## config.mk

```make
export PLATFORM = sky130hd
export DESIGN_NAME = shift_sequencer_flat
export DESIGN_NICKNAME = d
export VERILOG_FILES = /design/src/rtl/shift_sequencer_pkg.sv /design/src/rtl/shift_sequencer_if.sv /design/src/rtl/shift_sequencer_gap_timer.sv /design/src/rtl/shift_sequencer.sv /design/src/flat_wrapper.sv
export SDC_FILE = /design/constraint.sdc
export NUM_CORES = 1
export LEC_CHECK = 0
export ABC_AREA = 1
export BUFFER_PORTS_ARGS = -buffer_cell sky130_fd_sc_hd__buf_4
export CAP_MARGIN = 10
export CORE_UTILIZATION = 40
export DETAILED_ROUTE_END_ITERATION = 7
export PLACE_DENSITY = 0.65
export SETUP_SLACK_MARGIN = 0.1
export SLEW_MARGIN = 20
export SYNTH_ARGS = -nofsm -noshare
export SYNTH_HDL_FRONTEND = slang
export SYNTH_SLANG_ARGS = --single-unit
```

## constraint.sdc

```tcl
create_clock -name clk -period 1.3 [get_ports clk]
set_input_delay 0.26 -clock clk [delete_from_list [all_inputs] [get_ports clk]]
set_output_delay 0.26 -clock clk [all_outputs]
set_load 0.01 [all_outputs]
```

## src/rtl/shift_sequencer_pkg.sv

```systemverilog
// shift_sequencer shared types and sizing helpers.
// State encoding, default geometry, gap-counter width.
package shift_sequencer_pkg;

  typedef enum logic [1:0] {
    ST_IDLE,
    ST_SHIFT,
    ST_GAP,
    ST_DONE
  } state_e;

  localparam int DEF_WIDTH = 8;
  localparam int DEF_GAP   = 4;

  function automatic int gap_cnt_w(input int gap);
    return (gap < 1) ? 1 : $clog2(gap + 1);
  endfunction

endpackage

```

## src/rtl/shift_sequencer_if.sv

```systemverilog
// Request/response bundle between requesters,
// the sequencer and the LED shifter.
interface shift_sequencer_if
  import shift_sequencer_pkg::*;
#(
  parameter int WIDTH = DEF_WIDTH
);

  logic             man0_re;
  logic             man1_re;
  logic             load_req;
  logic [WIDTH-1:0] load_pattern;
  logic             abort;
  logic             shift0;
  logic             shift1;
  logic             busy;
  logic             done;
  logic             man_dropped;
  logic             load_rejected;

  modport master (
    output man0_re, man1_re, load_req,
    output load_pattern, abort,
    input  shift0, shift1, busy, done,
    input  man_dropped, load_rejected
  );

  modport slave (
    input  man0_re, man1_re, load_req,
    input  load_pattern, abort,
    output shift0, shift1, busy, done,
    output man_dropped, load_rejected
  );

endinterface

```

## src/rtl/shift_sequencer_gap_timer.sv

```systemverilog
// gap_timer: loadable down-counter that stops at zero.
// Shared with the debounce spacing logic.
module gap_timer #(
  parameter int W = 3
) (
  input  logic         clk,
  input  logic         async_nreset,
  input  logic         load,
  input  logic         en,
  input  logic [W-1:0] load_val,
  output logic         zero
);

  logic [W-1:0] cnt;

  // load wins over counting; counting saturates at zero
  always_ff @(posedge clk or negedge async_nreset) begin
    if (!async_nreset) begin
      cnt <= '0;
    end else if (load) begin
      cnt <= load_val;
    end else if (en && cnt != '0) begin
      cnt <= cnt - W'(1);
    end
  end

  assign zero = (cnt == '0);

endmodule

```

## src/rtl/shift_sequencer.sv

```systemverilog
// shift_sequencer: arbitrates the shifter's shift-in port
// between manual button pulses and an automatic pattern load.
module shift_sequencer
  import shift_sequencer_pkg::*;
#(
  parameter int WIDTH      = DEF_WIDTH,
  parameter int GAP_CYCLES = DEF_GAP
) (
  input logic             clk,
  input logic             async_nreset,
  shift_sequencer_if.slave bus
);

  localparam int GW = gap_cnt_w(GAP_CYCLES);
  localparam int IW = $clog2(WIDTH + 1);
  localparam int GL = (GAP_CYCLES > 0) ? GAP_CYCLES - 1 : 0;
  localparam logic [GW-1:0] GLOAD    = GW'(GL);
  localparam logic [IW-1:0] IDX_LAST = IW'(WIDTH - 1);

  state_e           state, state_d;
  logic [WIDTH-1:0] pat, pat_d;
  logic [IW-1:0]    idx, idx_d;
  logic             g_load, g_zero;
  logic             any_man;
  logic             shift0_d, shift1_d, busy_d;
  logic             done_d, drop_d, rej_d;

  assign any_man = bus.man0_re | bus.man1_re;

  gap_timer #(.W(GW)) u_gap (
    .clk          (clk),
    .async_nreset (async_nreset),
    .load         (g_load),
    .en           (state == ST_GAP),
    .load_val     (GLOAD),
    .zero         (g_zero)
  );

  // state, pattern shift register and bit counter
  always_ff @(posedge clk or negedge async_nreset) begin
    if (!async_nreset) begin
      state <= ST_IDLE;
      pat   <= '0;
      idx   <= '0;
    end else begin
      state <= state_d;
      pat   <= pat_d;
      idx   <= idx_d;
    end
  end

  // next state; abort from any busy state wins
  always_comb begin
    state_d = state;
    pat_d   = pat;
    idx_d   = idx;
    g_load  = 1'b0;
    unique case (state)
      ST_IDLE: begin
        if (!bus.abort && bus.load_req) begin
          pat_d   = bus.load_pattern;
          idx_d   = '0;
          state_d = ST_SHIFT;
        end
      end
      ST_SHIFT: begin
        pat_d = {pat[WIDTH-2:0], 1'b0};
        idx_d = idx + IW'(1);
        if (idx == IDX_LAST) begin
          state_d = ST_DONE;
        end else if (GAP_CYCLES == 0) begin
          state_d = ST_SHIFT;
        end else begin
          state_d = ST_GAP;
          g_load  = 1'b1;
        end
      end
      ST_GAP: begin
        if (g_zero) state_d = ST_SHIFT;
      end
      ST_DONE: begin
        state_d = ST_IDLE;
      end
      default: state_d = ST_IDLE;
    endcase
    if (bus.abort && state != ST_IDLE) begin
      state_d = ST_IDLE;
      g_load  = 1'b0;
    end
  end

  // outputs for the next cycle, aligned with state_d
  always_comb begin
    shift0_d = 1'b0;
    shift1_d = 1'b0;
    drop_d   = 1'b0;
    rej_d    = 1'b0;
    busy_d   = (state_d != ST_IDLE);
    done_d   = (state_d == ST_DONE);
    if (state == ST_IDLE) begin
      if (!bus.abort) begin
        if (bus.load_req) begin
          drop_d = any_man;
        end else begin
          drop_d   = bus.man0_re & bus.man1_re;
          shift0_d = bus.man0_re & ~bus.man1_re;
          shift1_d = bus.man1_re & ~bus.man0_re;
        end
      end
    end else begin
      drop_d = any_man;
      rej_d  = bus.load_req;
    end
    if (state_d == ST_SHIFT) begin
      shift1_d = pat_d[WIDTH-1];
      shift0_d = ~pat_d[WIDTH-1];
    end
  end

  // registered output stage
  always_ff @(posedge clk or negedge async_nreset) begin
    if (!async_nreset) begin
      bus.shift0        <= 1'b0;
      bus.shift1        <= 1'b0;
      bus.busy          <= 1'b0;
      bus.done          <= 1'b0;
      bus.man_dropped   <= 1'b0;
      bus.load_rejected <= 1'b0;
    end else begin
      bus.shift0        <= shift0_d;
      bus.shift1        <= shift1_d;
      bus.busy          <= busy_d;
      bus.done          <= done_d;
      bus.man_dropped   <= drop_d;
      bus.load_rejected <= rej_d;
    end
  end

endmodule
```

## src/flat_wrapper.sv

```systemverilog
// flat-port wrapper written by rule: the top's interface ports become plain ports
module shift_sequencer_flat import shift_sequencer_pkg::*;
#(
  parameter int WIDTH      = DEF_WIDTH,
  parameter int GAP_CYCLES = DEF_GAP
)
  (clk, async_nreset, bus_man0_re, bus_man1_re, bus_load_req, bus_load_pattern, bus_abort, bus_shift0, bus_shift1, bus_busy, bus_done, bus_man_dropped, bus_load_rejected);
  shift_sequencer_if #(.WIDTH(WIDTH)) bus_i ();
  input logic clk;
  input logic async_nreset;
  input wire logic [$bits(bus_i.man0_re)-1:0] bus_man0_re;
  input wire logic [$bits(bus_i.man1_re)-1:0] bus_man1_re;
  input wire logic [$bits(bus_i.load_req)-1:0] bus_load_req;
  input wire logic [$bits(bus_i.load_pattern)-1:0] bus_load_pattern;
  input wire logic [$bits(bus_i.abort)-1:0] bus_abort;
  output wire logic [$bits(bus_i.shift0)-1:0] bus_shift0;
  output wire logic [$bits(bus_i.shift1)-1:0] bus_shift1;
  output wire logic [$bits(bus_i.busy)-1:0] bus_busy;
  output wire logic [$bits(bus_i.done)-1:0] bus_done;
  output wire logic [$bits(bus_i.man_dropped)-1:0] bus_man_dropped;
  output wire logic [$bits(bus_i.load_rejected)-1:0] bus_load_rejected;
  assign bus_i.man0_re = bus_man0_re;
  assign bus_i.man1_re = bus_man1_re;
  assign bus_i.load_req = bus_load_req;
  assign bus_i.load_pattern = bus_load_pattern;
  assign bus_i.abort = bus_abort;
  assign bus_shift0 = bus_i.shift0;
  assign bus_shift1 = bus_i.shift1;
  assign bus_busy = bus_i.busy;
  assign bus_done = bus_i.done;
  assign bus_man_dropped = bus_i.man_dropped;
  assign bus_load_rejected = bus_i.load_rejected;
  shift_sequencer #(.WIDTH(WIDTH), .GAP_CYCLES(GAP_CYCLES)) u_core (.clk(clk), .async_nreset(async_nreset), .bus(bus_i));
endmodule
```

* Yosys cells after proc, flatten, opt, wreduce, memory -nomap -nowiden
Index checks and enable logic that the tools add are counted.
Word-level totals: register bits 23, bits of input ports 14, output and inout port bits 6, word-level logic and storage cells 65
Operators by class: add/sub/neg operators 2, eq/ne operators 7, mux-type cells 26, bitwise operators 7, reduce and logical (&&, ||, !) cells 12
Operators with widths (number):
- 2-to-1 mux 1 bit | 16
- case mux 8 bit (2 select lines) | 1
- 2-to-1 mux 8 bit | 1
- case mux 2 bit (4 select lines) | 1
- case mux 4 bit (2 select lines) | 1
- nonzero test 2 bit | 4
- equality test 2 bit, second input constant | 3
- 2-to-1 mux 2 bit | 3
- 2-to-1 mux 3 bit | 2
- adder 4 x 1 -> 4 bit, second input constant | 1
- equality test 2 x 1 -> 1 bit, second input constant | 2
- equality test 4 x 3 -> 1 bit, second input constant | 1
- 2-to-1 mux 4 bit | 1
- AND 1 bit | 3
- logical AND 1 bit | 3
- zero test 3 bit | 1
- NOT 1 bit | 3
- nonzero test 3 bit | 1
- subtractor 3 x 1 -> 3 bit, second input constant | 1
- zero test 2 bit | 1
- inequality test 2 x 1 -> 1 bit, second input constant | 1
- AND reduction 2 bit | 1
- zero test 1 bit | 1
- OR 1 bit | 1

* Logic depth before layout (Yosys ltp)
Gate-level depths: netlist of run 1.
word-level depth 7, mapped depth 10, gate-level depth less buffers 10

* Hierarchy
From an unflattened synthesis of run 1, not the netlist that was laid out.
Second synthesis, totals: cell total of the unflattened synthesis 137, area, all modules 1144.8 µm²
By module, submodules not included:
- shift_sequencer | times used 1, cells each 110, area each 952.2 µm², seq. area each 500.5 µm²
- gap_timer | times used 1, cells each 27, area each 192.7 µm², seq. area each 75.1 µm²

* Worst setup path after synthesis of run 1
OpenSTA, ideal clock, no wires.
path kind register to register, start point register u_core.u_gap.cnt[0], end point register u_core.bus.shift1, setup time 117 ps, arrival time 1079 ps, data required time 1183 ps, setup slack 103 ps, stages on the path, launching flop included 11, buffers on the path 0, period minus slack after synthesis 1197 ps, path through dfrtp_1 inv_1 ha_1 inv_1 nor2_1 nand2_1 nand2_1 nor2_2 nor2_4 nand3_1 nand2_1
Between the ends: cells in the longest elaborated chain, start to end 6
RTL lines:
- start: declaration | line shift_sequencer_gap_timer.sv:14 | logic [W-1:0] cnt;
- start signal: assignment | line shift_sequencer_gap_timer.sv:21 | cnt <= load_val;
- start signal: assignment | line shift_sequencer_gap_timer.sv:23 | cnt <= cnt - W'(1);
- zero test 3 bit | line shift_sequencer_gap_timer.sv:27 | assign zero = (cnt == '0);
- 2-to-1 mux 2 bit | line shift_sequencer.sv:79 | if (g_zero) state_d = ST_SHIFT;
- case mux 2 bit (4 select lines) | line shift_sequencer.sv:58 | unique case (state)
- 2-to-1 mux 2 bit | line shift_sequencer.sv:86 | if (bus.abort && state != ST_IDLE) begin
- named net u_core.state_d[0] | line shift_sequencer.sv:20 | state_e state, state_d;
- equality test 2 x 1 -> 1 bit | line shift_sequencer.sv:114 | if (state_d == ST_SHIFT) begin
- 2-to-1 mux 1 bit | line shift_sequencer.sv:114
- named net u_core.shift1_d | line shift_sequencer.sv:25 | logic shift0_d, shift1_d, busy_d;
- end signal: assignment | line shift_sequencer.sv:131 | bus.shift1 <= shift1_d;
- end: declaration | line shift_sequencer_if.sv:31 | output shift0, shift1, busy, done,
The timed path passes the listed nets, and every way through them passes these cells. A chain may end at the register's enable or synchronous reset.

* Final worst setup path of run 1
start point register u_core.u_gap.cnt[0], end point register u_core.u_gap.cnt[0]
Between the ends: cells in the longest elaborated chain, start to end 3, elaborated cells on any way between the ends 6, classes of those cells 1 x add/sub; 2 x mux; 3 x reduce/logical
RTL lines:
- subtractor 3 x 1 -> 3 bit or nonzero test 3 bit (tied branches) | line shift_sequencer_gap_timer.sv:23, shift_sequencer_gap_timer.sv:22
- 2-to-1 mux 3 bit or logical AND 1 bit (tied branches) | line shift_sequencer_gap_timer.sv:22 | end else if (en && cnt != '0) begin
- 2-to-1 mux 3 bit or nonzero test 2 bit (tied branches)
Several ways; a longest one is shown, not always the timed one. The select of a mux whose other input is x is not followed.

==> results of run 1 <==
## final cells by class
type                    instances  area [um2]
fillers                       238        1227
flip-flops and latches         23       578.1
multi-input cells              82       556.8
repair buffers                 30       235.2
inverters                      18       70.07
well taps                      31       38.79
clock buffers                   3       22.52
clock inverters                 1       5.005
## worst reg2reg max path, stage by stage, from the launching register on
cell and delay, ps:
dfrtp_1 410, inv_2 80, ha_4 130, inv_2 30, o21ai_2 140, buf_6 150
or2_0 110, nand3_1 80
## path summary, 6_finish.rpt
path	from	to	slack (ps)	depth (start not counted)
max	u_core.u_gap.cnt[0]	u_core.u_gap.cnt[0]	60	7
min	bus_load_pattern[3]	u_core.pat[3]	180	3
max reg2reg	u_core.u_gap.cnt[0]	u_core.u_gap.cnt[0]	60	7
min reg2reg	u_core.pat[6]	u_core.pat[6]	500	2
max in group asynchronous	async_nreset	u_core.state[0]	700	2
min in group asynchronous	async_nreset	u_core.bus.man_dropped	360	2
## through the flow
step	hold WS (ps)	utilization, %	cells
6_report	182.4	55.10	188
5_1_grt	177.4	55.10	188
4_1_cts	166.2	54.10	188
3_5_place_dp	168.6	50.21	179
3_3_place_gp	164.3	50.21	179
2_1_floorplan	-35.59	-	124
## metal layers
metal  GRT usage, %  vias to the layer above  part of all wire, %
met5              0                        -                    0
met4          7.500                        0                 0.83
met3          2.093                        2                  2.9
met2          27.37                       19                   52
met1          20.46                      454                   44
li1               -                      477                    -
## state kept, by name, summed over array words and instances (netlist names)
name and cells:
u_core.pat 8, u_core.idx 4, u_core.u_gap.cnt 3, u_core.state 2
u_core.bus.busy 1, u_core.bus.done 1, u_core.bus.load_rejected 1, u_core.bus.man_dropped 1
u_core.bus.shift0 1, u_core.bus.shift1 1
## cell families (layout without fill, tap and decap cells)
group | Yosys count | count (layout) | share of synthesized area, %
DFF | 23 | 23 | 50.00
and+or+nand+nor | 59 | 59 | 27.61
xor gates and xnor gates | 3 | 3 | 2.283
buffers and inverters | 19 | 52 | 6.304
AOI/OAI and AO/OA | 17 | 17 | 10.54
adders and majority gates | 3 | 3 | 3.261
## report_power, final
part / internal [W] / leakage (nW) / total (W) / switching (W)
logic: 0.000442 / 0.434 / 0.000930 / 0.000488
clock network: 0.000115 / 0.0177 / 0.000326 / 0.000212
registers: 0.000922 / 0.289 / 0.00106 / 0.000137
total: 0.00148 / 0.741 / 0.00232 / 0.000837
## cells in the mapped netlist (all sizes together)
| cell | number |
|---|---|
| a32oi | 5 |
| a22o | 1 |
| or2 | 2 |
| nor2 | 14 |
| nand4 | 1 |
| o31ai | 1 |
| xor2 | 1 |
| buf | 1 |
| a21oi | 1 |
| dfrtp | 23 |
| a22oi | 1 |
| ha | 3 |
| o211ai | 1 |
| inv | 18 |
| nand2 | 30 |
| nor3 | 1 |
| o22ai | 2 |
| o21ai | 5 |
| xnor2 | 2 |
| nand3 | 11 |
## timing repair
| action | in CTS | in global routing |
|---|---|---|
| hold endpoints to repair | 23 | 0 |
| pin swaps | 5 | 6 |
| hold buffers | 1 | 0 |
| setup buffers | 4 | 0 |
| resized for setup | 14 | 9 |
| endpoints found under the setup margin | 9 | 18 |
==> results.md, run 1 <==
* F_max at 0.8050 GHz
* Setup Total Neg Slack at 0 ps
* Area growth, synth to finish at 30.87%
* Hold violation count in the final report at 0
* Unrepaired setup endpoints after global routing: true
* CP arrival at 1440 ps
* Syn nets at 141
* Delay of the slowest critical-path stage at 410 ps
* DRT antenna net count at 0
* Least-Margin Pin Slew at 291.7 ps
* Placement Cell Area at 1373 um2
* Slew HR at 80.55%
* CP top delay family: flip-flops
* First-pass GRT wire length at 3884 um
* Most area-consuming cells after synthesis: dfrtp_1, nand2_1, nand3_1
* Top cell by count, worst path: inv_2
* Crit Path Category: reg2reg
* Post-Route WL at 2285 um
* PortBufs at 19
* Final worst path period need at 1242 ps
* Synth cell types at 28
* GP Congestion at 0.7696
* 1st-iter DRT viols at 33
* Fin nets at 175
* Clock transition at path regs at 130 ps
* Die width at 55.65 um
* Worst-Skew Late Latency at 310 ps
* Status: complete, no violations
* Slowest stage cell, crit path: dfrtp_1
* Ports at 20
* Final total power at 0.002316 W
* Row cnt at 19
* CTS buffer count at 3
* CTS tree: yes
* Commonest cells after routing, fill and taps aside: buf_4, dfrtp_1, nand2_1, inv_2, nand2_2
* Total grt overflow at 0
* Synth Area per Inst at 9.283 um2
* Via count at 952
* N_diodes at 0
* Overall routing resource usage at 16.13%
* FF+latch count, synth at 23
* Tcrit/Tclk final at 95.55%
* Via count of the first global-routing pass at 888
* Max VDD drop at 0.8375 mV
* Design Area, Final at 1506 um2
* DIE AREA at 3096 um2
* Cell Chain, Critical Path: inv_2 > ha_4 > inv_2 > o21ai_2 > buf_6 > or2_0 > nand3_1
* Die Y at 55.65 um
* Synth Instances at 124
* Static Leak at 0.7412 nW
* Maxcap violations at 0
* Commonest non-fill, non-tap cell in the layout: buf_4
* Antenna violations before repair at 0
* Worst setup margin at 57.82 ps
* CTS sink cnt at 23
* CP Launch Type: register
* Share of cells above drive strength 1 at 45.86%
* Core area at 2734 um2
* Worst EP required at 1500 ps
* CP bufs+invs at 3
* CP max FO at 6
* CTS H-tree depth at 1
* Mapped Area at 1151 um2
* Setup Viol. Count Final at 0
* Pre-CTS setup slack at 13.97 ps
* CP endpoint kind: register
* Yosys top cell by area: dfrtp_1
* Seq/Total Area, Yosys at 50.00%
* Clock Tree Root: clkbuf_4
* Worst Hold Class: in2reg
* Power per cell area at 1538 nW/um2
* Largest net degree at the start of global routing at 24
* Clock Skew at 4.398 ps
* DRC at 0
* Clock Tree Buf Depth at 2
* Slew Limit Fails at 0
* Initial core utilization at 42.11%
* Area fraction of the dominant cell type after synthesis at 50.00%
* Synth warn at 0
* Drt pass-1 iters at 4
* DR vias/cell at 5.064
* Drt wl/cell at 12.15 um
* DP Wirelength at 1606 um
Power figures use the tool's default switching activity.
==> run 2: changes to the inputs <==
- GPL_TIMING_DRIVEN: default -> 0
- SYNTH_HIERARCHICAL: default -> 1
==> run 2 against run 1 <==
Effect of this change:
- the run now ends with setup timing left
- utilization is 0.69 points higher
- register-to-register slack worse by 140 ps
- die area is 0.52% lower
- critical path depth is 1 higher
- via count is 1.4% higher
- setup slack worse by 140 ps
- sequential cell count stayed put
- power is 15% higher
- cell area is 1.2% higher
- combinational power is 31% higher
- worst hold slack worse by 17 ps
- global-route usage is 0.70 points lower
- largest cell class is now multi-input combinational cells
- highest routed layer unchanged
==> results.md, run 2 <==
* Largest net degree at the start of global routing at 24 (unchanged)
* Tcrit/Tclk final at 106.1% (+11 points)
* Worst-Skew Late Latency at 320 ps (about the same)
* Hold violation count in the final report at 0 (unchanged)
* Via count of the first global-routing pass at 893 (+0.56%)
* Die width at 55.50 um (-0.26%)
* Asr flop ratio synth at 100.0% (unchanged)
* Clock Tree Buf Depth at 2 (unchanged)
* F_max at 0.7250 GHz (-9.9%)
* Crit Path Category: reg2reg
* Area growth, synth to finish at 33.22%
* Status: finished, violations left
* GP Congestion at 0.8119 (+5.5%)
* Final worst path period need at 1379 ps (+137.1 ps)
* Power per cell area at 1753 nW/um2 (+14%)
* Post-Route WL at 2240 um (-2.0%)
* Core area at 2734 um2 (unchanged)
* Cell Chain, Critical Path: ha_2 > nand2_2 > nor2_2 > nor3_4 > inv_2 > nand2_2 > nand2_1 > nand2_1
* CTS buffer count at 3 (unchanged)
* Drt wl/cell at 11.09 um (-8.8%)
* Slew Limit Fails at 0 (unchanged)
* Largest register FFs at 8 (unchanged)
* FF+latch count, synth at 23 (unchanged)
* DIE AREA at 3080 um2 (-0.52%)
* Top cells by count, synth: nand2_1, dfrtp_1, inv_1, nand3_1
* Share of cells above drive strength 1 at 39.77% (-6.1 points)
* Placement Cell Area at 1381 um2 (+0.64%)
* Yosys top cell by area: dfrtp_1
* CP max FO at 7 (+1)
* Synth Instances at 137 (+10%)
* Worst setup margin at -79.27 ps (-137.1 ps)
* Row cnt at 19 (unchanged)
* CTS tree: yes
* Clock transition at path regs at 130 ps (about the same)
* Clk pwr share at 12.8% (-1.3 points)
* 1st-iter DRT viols at 59 (+79%)
* Ports at 20 (unchanged)
* Commonest cells after routing, fill and taps aside: nand2_1, buf_4, dfrtp_1, inv_1, inv_2
* Area fraction of the dominant cell type after synthesis at 50.27% (+0.27 points)
* PortBufs at 19 (unchanged)
* Clock Skew at 9.877 ps (+5.479 ps)
* Synth cell types at 23 (-18%)
* Most frequent cell after synthesis: nand2_1
* DR vias/cell at 4.777 (-5.7%)
* DRC at 0 (unchanged)
* Failing checks: setup timing
* Drt pass-1 iters at 4 (unchanged)
* Commonest non-fill, non-tap cell in the layout: nand2_1
* Number of flops mapped to enable cells by yosys at 0 (unchanged)
* Sw Pwr at 0.001008 W (+20%)
* CTS H-tree depth at 1 (unchanged)
* Largest Register: u_core/pat
* CP Launch Type: register
* Initial core utilization at 41.88% (-0.23 points)
* CTS sink cnt at 23 (unchanged)
* Static Leak at 0.7965 nW (+7.5%)
* First-pass GRT wire length at 3670 um (-5.5%)
* Most area-consuming cells after synthesis: dfrtp_1, nand2_1, inv_1
* Design Area, Final at 1525 um2 (+1.2%)
* Maxcap violations at 0 (unchanged)
* DP Wirelength at 1595 um (-0.63%)
* Synth warn at 6 (+6)
* Seq/Total Area, Yosys at 50.27% (+0.27 points)
* Logic pwr share at 45.7% (+5.5 points)
* N_diodes at 0 (unchanged)
* Slowest stage cell, crit path: dfrtp_1
* Final total power at 0.002674 W (+15%)
* Overall routing resource usage at 15.43% (-0.70 points)
* Mapped Area at 1145 um2 (-0.54%)
* Unrepaired setup endpoints after global routing: true
* Synth Area per Inst at 8.357 um2 (-10%)
* Max VDD drop at 0.9635 mV (+15%)
* Clock Tree Root: clkbuf_4
* Largest registers: u_core/pat x8, u_core/idx x4, u_core/u_gap/cnt x3
* Fin nets at 189 (+8.0%)
* Total grt overflow at 0 (unchanged)
* Worst Hold Class: in2reg
* Switching part of the total at 37.70% (+1.5 points)
* CP bufs+invs at 1 (-2)
* Ys flop type: dfrtp_1
* Setup Viol. Count Final at 8 (+8)
* Antenna violations before repair at 0 (unchanged)
* Die Y at 55.50 um (-0.26%)
* CP top delay family: simple AND/OR/NAND/NOR gates
* Internal Power at 0.001666 W (+13%)
* Fillers at 251 (+5.5%)
* Via count at 965 (+1.4%)
* Delay of the slowest critical-path stage at 420 ps (about the same)
* Worst EP required at 1560 ps (+60 ps)
* CP arrival at 1640 ps (+200 ps)
* Sequential share of power at 41.5% (-4.2 points)
* CP endpoint kind: register
* DRT antenna net count at 0 (unchanged)
==> run 2: path summary, 6_finish.rpt <==
path | from | slack (ps) | to | depth (start not counted)
worst max-delay path | u_core/idx[0] | -80 | u_core/u_gap/cnt[1] | 8
worst min-delay path | bus_load_pattern[0] | 170 | u_core/pat[0] | 3
worst max register to register | u_core/idx[0] | -80 | u_core/u_gap/cnt[1] | 8
worst min register to register | u_core/pat[0] | 490 | u_core/pat[0] | 2
max in group asynchronous | async_nreset | 700 | u_core/state[1] | 2
min in group asynchronous | async_nreset | 340 | u_core/pat[3] | 2
==> run 2: metrics by stage <==
step	std cells	util, %	setup slack, ps	hold slack, ps	TNS [ps]
floorplan	138	-	-7.694	-35.59	-12.20
global route	202	55.79	-171.3	168.4	-1107
CTS	199	53.96	-118.9	168.8	-489.1
finish	202	55.79	-79.27	165.9	-407.8
global placement	188	50.53	-149.3	165.5	-651.7
detailed placement	188	50.53	-187.1	171.1	-776.7
==> run 2: per-layer routing <==
metal  vias up  routed length, um  global-route usage, %
met1       443               1014                  19.30
met3         5                 58                  3.279
met5         -                  0                      0
met4         0                 50                  9.286
met2        11               1117                  24.44
li1        506                  -                      -
==> run 2: worst register-to-register path, stage by stage (launching register included) <==
cell,delay (ps)
dfrtp_1,420
ha_2,200
nand2_2,70
nor2_2,60
nor3_4,250
inv_2,120
nand2_2,90
nand2_1,60
nand2_1,60
==> run 2: timing repair <==
| action | 4_1_cts | 5_1_grt |
|---|---|---|
| setup endpoints to repair | 12 | 19 |
| pin swaps | 8 | 7 |
| resized for setup | 3 | 10 |
| gates cloned | 0 | 0 |
| setup buffers | 6 | 3 |
| hold buffers | 1 | 0 |
| endpoints found under the hold margin | 23 | 0 |
==> run 2: final cells by class <==
cell class              instances  area [um2]  share of cell area (%)
multi-input cells              95       580.6                   38.06
flip-flops and latches         23       576.8                   37.82
repair buffers                 29       224.0                   14.68
inverters                      19       71.32                   4.676
well taps                      31       38.79                   2.543
clock buffers                   4       26.28                   1.723
plain buffers                   1       7.507                  0.4922
==> run 2: power by group through the flow <==
stage	combinational, W	clock, W	sequential, W
2_1_floorplan	0.000710	0	0.00113
3_3_place_gp	0.000943	0	0.00113
3_5_place_dp	0.000981	0	0.00114
4_1_cts	0.00112	0.000345	0.00110
5_1_grt	0.00137	0.000377	0.00114
6_report	0.00122	0.000341	0.00111
==> run 2: cell families (layout without fill, tap and decap cells) <==
group | count (synthesis) | after routing | synth area share [%]
flops | 23 | 23 | 50.27
simple gates | 73 | 73 | 28.96
fa+ha+maj | 3 | 3 | 3.279
other cells | 2 | 3 | 0.6560
compound gates | 15 | 15 | 9.180
xor+xnor | 1 | 1 | 0.7652
buf+inv | 20 | 53 | 6.886
